$ cat config.mk
export PLATFORM = sky130hd
export DESIGN_NAME = id_stage_flat
export DESIGN_NICKNAME = d
export VERILOG_FILES = /design/src/rtl/id_stage_if.sv /design/src/rtl/id_stage.sv /design/src/flat_wrapper.sv
export SDC_FILE = /design/constraint.sdc
export NUM_CORES = 1
export LEC_CHECK = 0
export CAP_MARGIN = 20
export CORE_MARGIN = 2
export CORE_UTILIZATION = 50
export DETAILED_ROUTE_END_ITERATION = 8
export PLACE_DENSITY = 0.7
export SYNTH_ARGS = -nofsm -noshare
export SYNTH_HDL_FRONTEND = slang
export SYNTH_SLANG_ARGS = --single-unit
$ cat constraint.sdc
create_clock -name clk -period 3.15 [get_ports clk]
set_input_delay 0.63 -clock clk [delete_from_list [all_inputs] [get_ports clk]]
set_output_delay 0.63 -clock clk [all_outputs]
set_load 0.005 [all_outputs]
$ cat src/rtl/id_stage_if.sv
// Bundle between the IF/ID register, the ID stage and its consumers.
// Slave is the decode stage; master is whatever feeds and observes it.
interface id_stage_if #(
    parameter int WIDTH = 32
);
    logic [WIDTH-1:0] pc_in;
    logic [31:0]      instruction;
    logic [3:0]       status;
    logic             hazard;
    logic             flush;
    logic             freeze;
    logic             wb_en_in;
    logic [3:0]       wb_dest;
    logic [WIDTH-1:0] wb_value;

    logic [3:0]       src1;
    logic [3:0]       src2;
    logic             two_src;

    logic [WIDTH-1:0] pc_out;
    logic [WIDTH-1:0] val_rn;
    logic [WIDTH-1:0] val_rm;
    logic             wb_en;
    logic             mem_r_en;
    logic             mem_w_en;
    logic             b;
    logic             s;
    logic             imm;
    logic [3:0]       exe_cmd;
    logic [11:0]      shift_operand;
    logic [23:0]      signed_imm_24;
    logic [3:0]       dest;

    modport slave (
        input  pc_in, instruction, status, hazard, flush, freeze,
        input  wb_en_in, wb_dest, wb_value,
        output src1, src2, two_src,
        output pc_out, val_rn, val_rm, wb_en, mem_r_en, mem_w_en,
        output b, s, imm, exe_cmd, shift_operand, signed_imm_24, dest
    );

    modport master (
        output pc_in, instruction, status, hazard, flush, freeze,
        output wb_en_in, wb_dest, wb_value,
        input  src1, src2, two_src,
        input  pc_out, val_rn, val_rm, wb_en, mem_r_en, mem_w_en,
        input  b, s, imm, exe_cmd, shift_operand, signed_imm_24, dest
    );
endinterface

$ cat src/rtl/id_stage.sv
// ARM-style decode stage: register file, control decode, condition
// check and the ID/EX pipeline register with flush/freeze.
module id_stage #(
    parameter int REG_COUNT = 15,
    parameter int WIDTH     = 32
) (
    input  logic       clk,
    input  logic       rst,
    id_stage_if.slave  bus
);
    localparam logic [3:0] PC_IDX = 4'(REG_COUNT);

    logic [WIDTH-1:0] r_regs [0:REG_COUNT-1];

    logic [1:0]  w_mode;
    logic        w_i;
    logic [3:0]  w_opcode;
    logic        w_s_bit;
    logic [3:0]  w_rn;
    logic [3:0]  w_rd;
    logic [3:0]  w_rm;
    logic [3:0]  w_cond;
    logic        w_str;
    logic [3:0]  w_src2;
    logic [WIDTH-1:0] w_val_rn;
    logic [WIDTH-1:0] w_val_rm;

    logic        w_n, w_z, w_c, w_v;
    logic        w_cond_ok;
    logic        w_bubble;

    logic        w_wb_en;
    logic        w_mem_r;
    logic        w_mem_w;
    logic        w_b;
    logic        w_s;
    logic        w_imm;
    logic [3:0]  w_cmd;

    assign w_cond   = bus.instruction[31:28];
    assign w_mode   = bus.instruction[27:26];
    assign w_i      = bus.instruction[25];
    assign w_opcode = bus.instruction[24:21];
    assign w_s_bit  = bus.instruction[20];
    assign w_rn     = bus.instruction[19:16];
    assign w_rd     = bus.instruction[15:12];
    assign w_rm     = bus.instruction[3:0];

    // Bit 20 doubles as the L bit for memory instructions.
    assign w_str  = (w_mode == 2'b01) && !w_s_bit;
    assign w_src2 = w_str ? w_rd : w_rm;

    assign bus.src1    = w_rn;
    assign bus.src2    = w_src2;
    assign bus.two_src = w_str || ((w_mode == 2'b00) && !w_i);

    always_ff @(posedge clk) begin
        if (rst) begin
            for (int k = 0; k < REG_COUNT; k++) begin
                r_regs[k] <= '0;
            end
        end else if (bus.wb_en_in && bus.wb_dest < PC_IDX) begin
            r_regs[bus.wb_dest] <= bus.wb_value;
        end
    end

    // Index 15 is the pc; a pending writeback bypasses the array.
    always_comb begin
        w_val_rn = '0;
        if (w_rn == PC_IDX) begin
            w_val_rn = bus.pc_in;
        end else if (bus.wb_en_in && bus.wb_dest == w_rn) begin
            w_val_rn = bus.wb_value;
        end else begin
            w_val_rn = r_regs[w_rn];
        end
    end

    always_comb begin
        w_val_rm = '0;
        if (w_src2 == PC_IDX) begin
            w_val_rm = bus.pc_in;
        end else if (bus.wb_en_in && bus.wb_dest == w_src2) begin
            w_val_rm = bus.wb_value;
        end else begin
            w_val_rm = r_regs[w_src2];
        end
    end

    assign {w_n, w_z, w_c, w_v} = bus.status;

    always_comb begin
        w_cond_ok = 1'b0;
        unique case (w_cond)
            4'b0000: w_cond_ok = w_z;
            4'b0001: w_cond_ok = !w_z;
            4'b0010: w_cond_ok = w_c;
            4'b0011: w_cond_ok = !w_c;
            4'b0100: w_cond_ok = w_n;
            4'b0101: w_cond_ok = !w_n;
            4'b0110: w_cond_ok = w_v;
            4'b0111: w_cond_ok = !w_v;
            4'b1000: w_cond_ok = w_c && !w_z;
            4'b1001: w_cond_ok = !w_c || w_z;
            4'b1010: w_cond_ok = (w_n == w_v);
            4'b1011: w_cond_ok = (w_n != w_v);
            4'b1100: w_cond_ok = !w_z && (w_n == w_v);
            4'b1101: w_cond_ok = w_z || (w_n != w_v);
            4'b1110: w_cond_ok = 1'b1;
            4'b1111: w_cond_ok = 1'b0;
        endcase
    end

    always_comb begin
        w_wb_en = 1'b0;
        w_mem_r = 1'b0;
        w_mem_w = 1'b0;
        w_b     = 1'b0;
        w_s     = 1'b0;
        w_imm   = 1'b0;
        w_cmd   = 4'b0000;
        unique case (w_mode)
            2'b00: begin
                w_s     = w_s_bit;
                w_imm   = w_i;
                w_wb_en = 1'b1;
                unique case (w_opcode)
                    4'b1101: w_cmd = 4'b0001;
                    4'b1111: w_cmd = 4'b1001;
                    4'b0100: w_cmd = 4'b0010;
                    4'b0101: w_cmd = 4'b0011;
                    4'b0010: w_cmd = 4'b0100;
                    4'b0110: w_cmd = 4'b0101;
                    4'b0000: w_cmd = 4'b0110;
                    4'b1100: w_cmd = 4'b0111;
                    4'b0001: w_cmd = 4'b1000;
                    4'b1010: begin
                        w_cmd   = 4'b0100;
                        w_wb_en = 1'b0;
                    end
                    4'b1000: begin
                        w_cmd   = 4'b0110;
                        w_wb_en = 1'b0;
                    end
                    default: begin
                        w_cmd   = 4'b0000;
                        w_wb_en = 1'b0;
                    end
                endcase
            end
            2'b01: begin
                w_cmd   = 4'b0010;
                w_imm   = 1'b1;
                w_mem_r = w_s_bit;
                w_wb_en = w_s_bit;
                w_mem_w = !w_s_bit;
            end
            2'b10: w_b = 1'b1;
            2'b11: ;
        endcase
    end

    assign w_bubble = !w_cond_ok || bus.hazard;

    always_ff @(posedge clk) begin
        if (rst || bus.flush) begin
            bus.pc_out        <= '0;
            bus.val_rn        <= '0;
            bus.val_rm        <= '0;
            bus.wb_en         <= 1'b0;
            bus.mem_r_en      <= 1'b0;
            bus.mem_w_en      <= 1'b0;
            bus.b             <= 1'b0;
            bus.s             <= 1'b0;
            bus.imm           <= 1'b0;
            bus.exe_cmd       <= 4'b0000;
            bus.shift_operand <= '0;
            bus.signed_imm_24 <= '0;
            bus.dest          <= 4'b0000;
        end else if (!bus.freeze) begin
            bus.pc_out        <= bus.pc_in;
            bus.val_rn        <= w_val_rn;
            bus.val_rm        <= w_val_rm;
            bus.wb_en         <= w_wb_en && !w_bubble;
            bus.mem_r_en      <= w_mem_r && !w_bubble;
            bus.mem_w_en      <= w_mem_w && !w_bubble;
            bus.b             <= w_b && !w_bubble;
            bus.s             <= w_s && !w_bubble;
            bus.imm           <= w_imm;
            bus.exe_cmd       <= w_bubble ? 4'b0000 : w_cmd;
            bus.shift_operand <= bus.instruction[11:0];
            bus.signed_imm_24 <= bus.instruction[23:0];
            bus.dest          <= w_rd;
        end
    end
endmodule

$ cat src/flat_wrapper.sv
// flat-port wrapper written by rule: the top's interface ports become plain ports
module id_stage_flat 
#(
    parameter int REG_COUNT = 15,
    parameter int WIDTH     = 32
)
  (clk, rst, bus_pc_in, bus_instruction, bus_status, bus_hazard, bus_flush, bus_freeze, bus_wb_en_in, bus_wb_dest, bus_wb_value, bus_src1, bus_src2, bus_two_src, bus_pc_out, bus_val_rn, bus_val_rm, bus_wb_en, bus_mem_r_en, bus_mem_w_en, bus_b, bus_s, bus_imm, bus_exe_cmd, bus_shift_operand, bus_signed_imm_24, bus_dest);
  id_stage_if #(.WIDTH(WIDTH)) bus_i ();
  input  logic clk;
  input  logic rst;
  input wire logic [$bits(bus_i.pc_in)-1:0] bus_pc_in;
  input wire logic [$bits(bus_i.instruction)-1:0] bus_instruction;
  input wire logic [$bits(bus_i.status)-1:0] bus_status;
  input wire logic [$bits(bus_i.hazard)-1:0] bus_hazard;
  input wire logic [$bits(bus_i.flush)-1:0] bus_flush;
  input wire logic [$bits(bus_i.freeze)-1:0] bus_freeze;
  input wire logic [$bits(bus_i.wb_en_in)-1:0] bus_wb_en_in;
  input wire logic [$bits(bus_i.wb_dest)-1:0] bus_wb_dest;
  input wire logic [$bits(bus_i.wb_value)-1:0] bus_wb_value;
  output wire logic [$bits(bus_i.src1)-1:0] bus_src1;
  output wire logic [$bits(bus_i.src2)-1:0] bus_src2;
  output wire logic [$bits(bus_i.two_src)-1:0] bus_two_src;
  output wire logic [$bits(bus_i.pc_out)-1:0] bus_pc_out;
  output wire logic [$bits(bus_i.val_rn)-1:0] bus_val_rn;
  output wire logic [$bits(bus_i.val_rm)-1:0] bus_val_rm;
  output wire logic [$bits(bus_i.wb_en)-1:0] bus_wb_en;
  output wire logic [$bits(bus_i.mem_r_en)-1:0] bus_mem_r_en;
  output wire logic [$bits(bus_i.mem_w_en)-1:0] bus_mem_w_en;
  output wire logic [$bits(bus_i.b)-1:0] bus_b;
  output wire logic [$bits(bus_i.s)-1:0] bus_s;
  output wire logic [$bits(bus_i.imm)-1:0] bus_imm;
  output wire logic [$bits(bus_i.exe_cmd)-1:0] bus_exe_cmd;
  output wire logic [$bits(bus_i.shift_operand)-1:0] bus_shift_operand;
  output wire logic [$bits(bus_i.signed_imm_24)-1:0] bus_signed_imm_24;
  output wire logic [$bits(bus_i.dest)-1:0] bus_dest;
  assign bus_i.pc_in = bus_pc_in;
  assign bus_i.instruction = bus_instruction;
  assign bus_i.status = bus_status;
  assign bus_i.hazard = bus_hazard;
  assign bus_i.flush = bus_flush;
  assign bus_i.freeze = bus_freeze;
  assign bus_i.wb_en_in = bus_wb_en_in;
  assign bus_i.wb_dest = bus_wb_dest;
  assign bus_i.wb_value = bus_wb_value;
  assign bus_src1 = bus_i.src1;
  assign bus_src2 = bus_i.src2;
  assign bus_two_src = bus_i.two_src;
  assign bus_pc_out = bus_i.pc_out;
  assign bus_val_rn = bus_i.val_rn;
  assign bus_val_rm = bus_i.val_rm;
  assign bus_wb_en = bus_i.wb_en;
  assign bus_mem_r_en = bus_i.mem_r_en;
  assign bus_mem_w_en = bus_i.mem_w_en;
  assign bus_b = bus_i.b;
  assign bus_s = bus_i.s;
  assign bus_imm = bus_i.imm;
  assign bus_exe_cmd = bus_i.exe_cmd;
  assign bus_shift_operand = bus_i.shift_operand;
  assign bus_signed_imm_24 = bus_i.signed_imm_24;
  assign bus_dest = bus_i.dest;
  id_stage #(.REG_COUNT(REG_COUNT), .WIDTH(WIDTH)) u_core (.clk(clk), .rst(rst), .bus(bus_i));
endmodule
==> qor.yml, run 1 <==
detail_route.iter0.violations: 3521
post_synth_instance_area_sq_mm: 0.0359
die_height_um: 272
drv.max_cap_violation_count: 0
first_global_vias: 27643
vias: 27628
hold_violations: 0
cp_cell_sequence: "clkdlybuf4s50_1 -> or3b_4 -> mux2i_4 -> inv_1 -> clkdlybuf4s50_1"
final.hold.worst_slack_ps: 478
synth.yosys.warnings: 0
power_frac_clock_pct: 38.0
routedWlPerCell_um: 30.1
place.gp.congestion: 0.953
cellInternalPower_mw: 15.9
worst_ep_arrival_time_ps: 2460
power.share.sequential_pct: 46.5
worst_ep_required_time_ps: 2520
num-nets-final: 3257
power_switching_share_pct: 26.0
worstHoldStart: "u_core.bus.mem_r_en$_SDFFE_PP0N_"
floorplan.core_area_sq_mm: 0.0712
syn_avg_cell_area_sq_um: 12.5
timing.critical_path.buf_inv: 3
cts.reportedPaths.clkPinSlew_ps: 50
grt_antenna_before_repair: 4
grt_pass1_wl_mm: 183
setup-tns-final_ps: 0
crit_path_end_kind: "output port"
cells_after_synth: 2861
max-clock-path-buffers: 3
totalPowerFinal_mw: 21.5
grt_max_degree: 68
preCtsSetupSlack_ps: -146
period_minus_slack_ps: 3090
area_growth_pct: 20.7
cp.depth: 5
hold_depth: 1
transition_time_of_the_tightest_slew_check_pin_ps: 830
worst_path_fanout_max: 8
vdd_ir_max_mv: 0.426
worst_clock_skew_ps: 23.5
hp-class: "reg -> reg"
r2r-end: "u_core.bus.val_rm[30]$_SDFFE_PP0N_"
cts_made_buffers: 70
start_util_pct: 50.3
synthFlopType: "sky130_fd_sc_hd__edfxtp_1"
post-place-cells: 4021
placed_area_sq_mm: 0.0410
grt_remaining_overflow: 0
cts_max_level: 3
layout_setup_ws_ps: 59.1
cp_top_family: "buffers and inverters"
power.combinational.fraction_pct: 15.5
cpPeakStageDelay_ps: 500
pwr_density_cell_mw_per_mm2: 496
io-pin-count: 265
cts.sink_count: 642
die_width_um: 272
max_freq_mhz: 324
clk-insertion-delay-late_ps: 630
hpwlAfterDp_mm: 86.4
cts_hold_repair.buffers: 0
drive_gt1_share_pct: 19.6
final-max-slew-violation-count: 0
worstHoldEndpoint: "u_core.bus.mem_r_en$_SDFFE_PP0N_"
crit_path_start_kind: "primary input"
switchingPower_mw: 5.58
worstSetupPathType: "in -> out"
route.final.wire_length_mm: 125
cp_common_cell: "sky130_fd_sc_hd__clkdlybuf4s50_1"
post_synth_edffs: 512
rr_worst_depth: 7
remaining_design_rule_violation_count: 0
finalCritPeriodShare_pct: 98.1
critical-path-slowest-cell: "sky130_fd_sc_hd__or3b_4"
clock-root-buffer: "sky130_fd_sc_hd__clkbuf_16"
dr.pass1.iters: 6
ffs_w_async_s_r_synth_pct: 0
worst_reg_to_reg_setup_slack_ps: 820
outcome: "finished clean"
worst_slew_margin_rel_pct: 44.5
groute.usage.overall_pct: 33.5
p_leak_nw: 15.6
row_count: 98
via_per_inst: 6.65
final_cell_count_no_fill: 4155
report.final.setup_viol: 0
reg2reg_from: "u_core.r_regs[9][30]$_SDFFCE_PN0P_"
synth.distinct_cells: 59
setup_repair_after_global_routing_missed_its_margin: "no"
layout.core_utilization_pct: 60.8
die_area_sq_mm: 0.0739
antenna_violating_nets_post_route: 0
yosysSeqAreaShare_pct: 50.1
ys_seq_elements: 642
io_buffer_count: 264
cts_tree: "built"
fin_area_sq_mm: 0.0433
[routing by layer]
layer	global-route usage [%]	wire length (um)
met2	54.6	59800
met1	42.8	46300
met3	7.11	13300
met4	15.5	5760
met5	0	0
[worst max-delay path by stage]
| stage | from | endpoint |
|---|---|---|
| floorplan | bus_instruction[20] | u_core.bus.val_rm[30]$_SDFFE_PP0N_ |
| global placement | bus_instruction[26] | bus_src2[3] |
| detailed placement | bus_instruction[26] | u_core.bus.val_rm[30]$_SDFFE_PP0N_ |
| CTS | bus_instruction[26] | bus_src2[1] |
| global route | bus_instruction[26] | bus_src2[0] |
| finish | bus_instruction[26] | bus_src2[0] |
[power by group through the flow]
stage	clock, mW	combinational [mW]	sequential [mW]
2_1_floorplan	0	1.86	9.99
3_3_place_gp	0	3.17	10.1
3_5_place_dp	0	3.24	10.1
4_1_cts	8.21	3.26	9.96
5_1_grt	8.51	3.46	10.0
6_report	8.16	3.32	9.99
[Yosys cell counts, types with 35 or more instances]
| library cell | instances | area, sq um |
|---|---|---|
| sky130_fd_sc_hd__nand2b_1 | 41 | 257 |
| sky130_fd_sc_hd__and2_1 | 483 | 3020 |
| sky130_fd_sc_hd__a2111oi_0 | 62 | 543 |
| sky130_fd_sc_hd__a21oi_1 | 69 | 345 |
| sky130_fd_sc_hd__edfxtp_1 | 512 | 15400 |
| sky130_fd_sc_hd__buf_2 | 37 | 185 |
| sky130_fd_sc_hd__a31oi_1 | 64 | 400 |
| sky130_fd_sc_hd__dfxtp_1 | 130 | 2600 |
| sky130_fd_sc_hd__a211oi_1 | 66 | 495 |
| sky130_fd_sc_hd__mux4_2 | 194 | 4370 |
| sky130_fd_sc_hd__mux2i_1 | 285 | 2850 |
| sky130_fd_sc_hd__nor2_1 | 168 | 631 |
| sky130_fd_sc_hd__o21ai_0 | 35 | 175 |
| sky130_fd_sc_hd__nor2b_1 | 98 | 613 |
| sky130_fd_sc_hd__clkbuf_1 | 233 | 875 |
[registers in the layout, summed over array words and instances (netlist names)]
name,flops
u_core.bus.dest,3
u_core.bus.mem_r_en,1
u_core.bus.mem_w_en,1
u_core.bus.signed_imm_24,21
u_core.bus.val_rn,32
u_core.bus.imm,1
u_core.bus.s,1
u_core.bus.val_rm,32
u_core.bus.wb_en,1
u_core.bus.b,1
u_core.bus.exe_cmd,4
u_core.r_regs,512
u_core.bus.pc_out,32
[cell families (layout without fill, tap and decap cells)]
| family | Yosys count | in the layout | synth area share (%) |
|---|---|---|---|
| compound gates | 505 | 505 | 10.7 |
| xor+xnor | 10 | 10 | 0.244 |
| buf+inv | 335 | 646 | 4.13 |
| flops | 642 | 642 | 50.1 |
| mux | 484 | 484 | 20.3 |
| other cells | 1 | 34 | 0.0105 |
| simple gates | 884 | 884 | 14.5 |
[placed cells by master, fill, tap and decap left out, drive strengths merged, types with 5 or more instances in the layout]
master,n
conb,32
o31ai,32
xnor2,5
o21ai,35
nor3,10
nand2,13
clkdlybuf4s50,253
nor2,168
or2,19
clkinv,19
and4b,31
a211oi,66
inv,15
a32oi,33
o32a,31
a31oi,64
dfxtp,130
nand2b,41
edfxtp,512
a22oi,33
mux2i,286
a22o,5
and2,484
buf,250
a2111oi,62
a21oi,69
o221ai,33
clkbuf,100
mux4,194
xor2,5
o22ai,31
nand3,7
nor2b,98
[layout make-up]
class | count | area (sq um)
Antenna cell | 2 | 5.00
Fill cell | 5508 | 28000
Clock inverter | 28 | 244
Tap cell | 950 | 1190
Timing Repair Buffer | 505 | 5160
Inverter | 13 | 48.8
Multi-Input combinational cell | 1915 | 16700
Sequential cell | 642 | 18000
Clock buffer | 100 | 2010
[repair_timing]
item / 4_1_cts / 5_1_grt
setup endpoints to repair: 4 / 2
setup buffers: 4 / 1
gates resized for setup: 3 / 3
No activity file was read; power rests on OpenSTA's default activity.
==> run 2: changes to the inputs <==
CTS_BUF_LIST = sky130_fd_sc_hd__clkbuf_2 sky130_fd_sc_hd__clkbuf_4 sky130_fd_sc_hd__clkbuf_8   (was unset)
CTS_CLUSTER_SIZE = 24   (was unset)
==> qor.yml, run 2 (synthesis results as in run 1) <==
outcome: "finished clean"  # unchanged
cts_max_level: 3  # unchanged
layout_setup_ws_ps: 58.8  # was 59.1 ps
detail_route.iter0.violations: 3633  # was 3521
pwr_density_cell_mw_per_mm2: 488  # was 496 mW/mm^2
worst_ep_arrival_time_ps: 2460  # about the same
floorplan.core_area_sq_mm: 0.0712  # unchanged
final_cell_count_no_fill: 4224  # was 4155
worst_clock_skew_ps: 25.7  # was 23.5 ps
io_buffer_count: 264  # unchanged
groute.usage.overall_pct: 33.6  # was 33.5%
final_cell_mix: "sky130_fd_sc_hd__edfxtp_1 (512), sky130_fd_sc_hd__and2_1 (484), sky130_fd_sc_hd__mux2i_1 (282), sky130_fd_sc_hd__clkdlybuf4s50_1 (253), sky130_fd_sc_hd__mux4_2 (194)"  # unchanged
most_flops_register: "u_core.r_regs"  # unchanged
area_growth_pct: 20.7  # about the same
worst_ep_required_time_ps: 2520  # about the same
max_freq_mhz: 323  # was 324 MHz
hp-class: "in -> reg"  # was reg -> reg
grt_pass1_wl_mm: 184  # was 183 mm
report.final.setup_viol: 0  # unchanged
routedWlPerCell_um: 29.8  # was 30.1 um
final-max-slew-violation-count: 0  # unchanged
antenna_violating_nets_post_route: 0  # unchanged
crit_path_end_kind: "output port"  # unchanged
grt_max_degree: 68  # unchanged
cts_tree: "built"  # unchanged
final.hold.worst_slack_ps: 408  # was 478 ps
grt_remaining_overflow: 0  # unchanged
vias: 27894  # was 27628
cp_common_cell: "sky130_fd_sc_hd__clkdlybuf4s50_1"  # unchanged
worst_slew_margin_rel_pct: 40.8  # was 44.5%
timing.critical_path.buf_inv: 3  # unchanged
setup_repair_after_global_routing_missed_its_margin: "no"  # unchanged
critical-path-slowest-cell: "sky130_fd_sc_hd__or3b_4"  # unchanged
io-pin-count: 265  # unchanged
die_width_um: 272  # unchanged
die_height_um: 272  # unchanged
post-place-cells: 4021  # unchanged
hpwlAfterDp_mm: 86.4  # unchanged
finalCritPeriodShare_pct: 98.1  # about the same
drv.max_cap_violation_count: 0  # unchanged
cts_made_buffers: 105  # was 70
num-nets-final: 3292  # was 3257
via_per_inst: 6.60  # was 6.65
cts.sink_count: 642  # unchanged
vdd_ir_max_mv: 0.336  # was 0.426 mV
n_fill_cell: 5532  # was 5508
grt_antenna_before_repair: 5  # was 4
max-clock-path-buffers: 3  # unchanged
die_area_sq_mm: 0.0739  # unchanged
clock-root-buffer: "sky130_fd_sc_hd__clkbuf_8"  # was sky130_fd_sc_hd__clkbuf_16
remaining_design_rule_violation_count: 0  # unchanged
row_count: 98  # unchanged
worstSetupPathType: "in -> out"  # unchanged
largest_register_ffs: 512  # unchanged
cpPeakStageDelay_ps: 500  # about the same
transition_time_of_the_tightest_slew_check_pin_ps: 885  # was 830 ps
preCtsSetupSlack_ps: -146  # unchanged
cp_cell_sequence: "clkdlybuf4s50_1 -> or3b_4 -> mux2i_4 -> inv_1 -> clkdlybuf4s50_1"  # unchanged
cp_top_family: "buffers and inverters"  # unchanged
crit_path_start_kind: "primary input"  # unchanged
drive_gt1_share_pct: 21.6  # was 19.6%
place.gp.congestion: 0.953  # unchanged
hold_violations: 0  # unchanged
dr.pass1.iters: 6  # unchanged
p_leak_nw: 15.7  # was 15.6 nW
worst_path_fanout_max: 8  # unchanged
start_util_pct: 50.3  # unchanged
leading_cell_type_in_the_layout_fill_and_taps_excluded: "sky130_fd_sc_hd__edfxtp_1"  # unchanged
first_global_vias: 27881  # was 27643
cts.reportedPaths.clkPinSlew_ps: 60  # was 50 ps
clk-insertion-delay-late_ps: 730  # was 630 ps
route.final.wire_length_mm: 126  # was 125 mm
setup-tns-final_ps: 0  # unchanged
period_minus_slack_ps: 3090  # about the same
-- run 2: cell count changes in the layout (fill, tap and decap cells not counted), sizes merged --
cell,change
clkinvlp,-1
clkbuf,+58
bufinv,+2
clkinv,+11
inv,-1
-- run 2: metal layers --
layer / vias up / part of all wire, % / track usage [%]
li1: 11581 / - / -
met5: - / 0 / 0
met4: 0 / 4.5 / 15.1
met1: 13992 / 37 / 42.8
met2: 1938 / 48 / 55.2
met3: 383 / 11 / 7.20
-- run 2: final cells by class --
type	instances	area, sq um	share of cell area (%)
inverter	13	48.8	0.113
antenna	2	5.00	0.0116
timing repair buffer	505	5160	11.9
clock inverter	39	314	0.726
sequential	642	18000	41.5
clock buffer	158	1930	4.46
multi-input combinational	1915	16700	38.5
tap	950	1190	2.75
-- run 2: through the flow --
step | utilization (%) | area, sq um | total power, mW
floorplan | - | 36000 | 11.9
global route | 60.7 | 43300 | 21.7
CTS | 60.7 | 43300 | 21.1
global placement | 57.5 | 41000 | 13.3
detailed placement | 57.5 | 41000 | 13.4
finish | 60.8 | 43300 | 21.1
-- run 2: worst reg2reg max path, cell delays in order, from the launching register on --
cell                       delay (ps)
sky130_fd_sc_hd__edfxtp_1         430
sky130_fd_sc_hd__mux4_2           480
sky130_fd_sc_hd__nor2b_1          140
sky130_fd_sc_hd__a211oi_1         280
sky130_fd_sc_hd__a211oi_1         100
sky130_fd_sc_hd__buf_4            190
sky130_fd_sc_hd__a21oi_1          440
sky130_fd_sc_hd__a21oi_1          150
-- run 2: what timing repair did --
item,in CTS,in global routing
hold buffers,0,0
gates resized for setup,3,3
setup buffers,4,1
pin swaps,0,0
endpoints found under the setup margin,4,2
-- run 2: path summary, 6_finish.rpt --
path	start	end	slack, ps	depth (start not counted)
min	bus_freeze	u_core.bus.val_rn[31]$_SDFFE_PP0N_	410	4
max	bus_instruction[26]	bus_src2[3]	60	5
min reg2reg	u_core.bus.b$_SDFFE_PP0N_	u_core.bus.b$_SDFFE_PP0N_	480	2
max reg2reg	u_core.r_regs[1][22]$_SDFFCE_PN0P_	u_core.bus.val_rn[22]$_SDFFE_PP0N_	800	7
-- run 2: where the power goes --
group / total, mW / internal [mW] / switching, mW
logic: 3.32 / 1.55 / 1.77
registers: 9.99 / 9.63 / 0.356
clock network: 7.82 / 4.33 / 3.50
total: 21.1 / 15.5 / 5.63
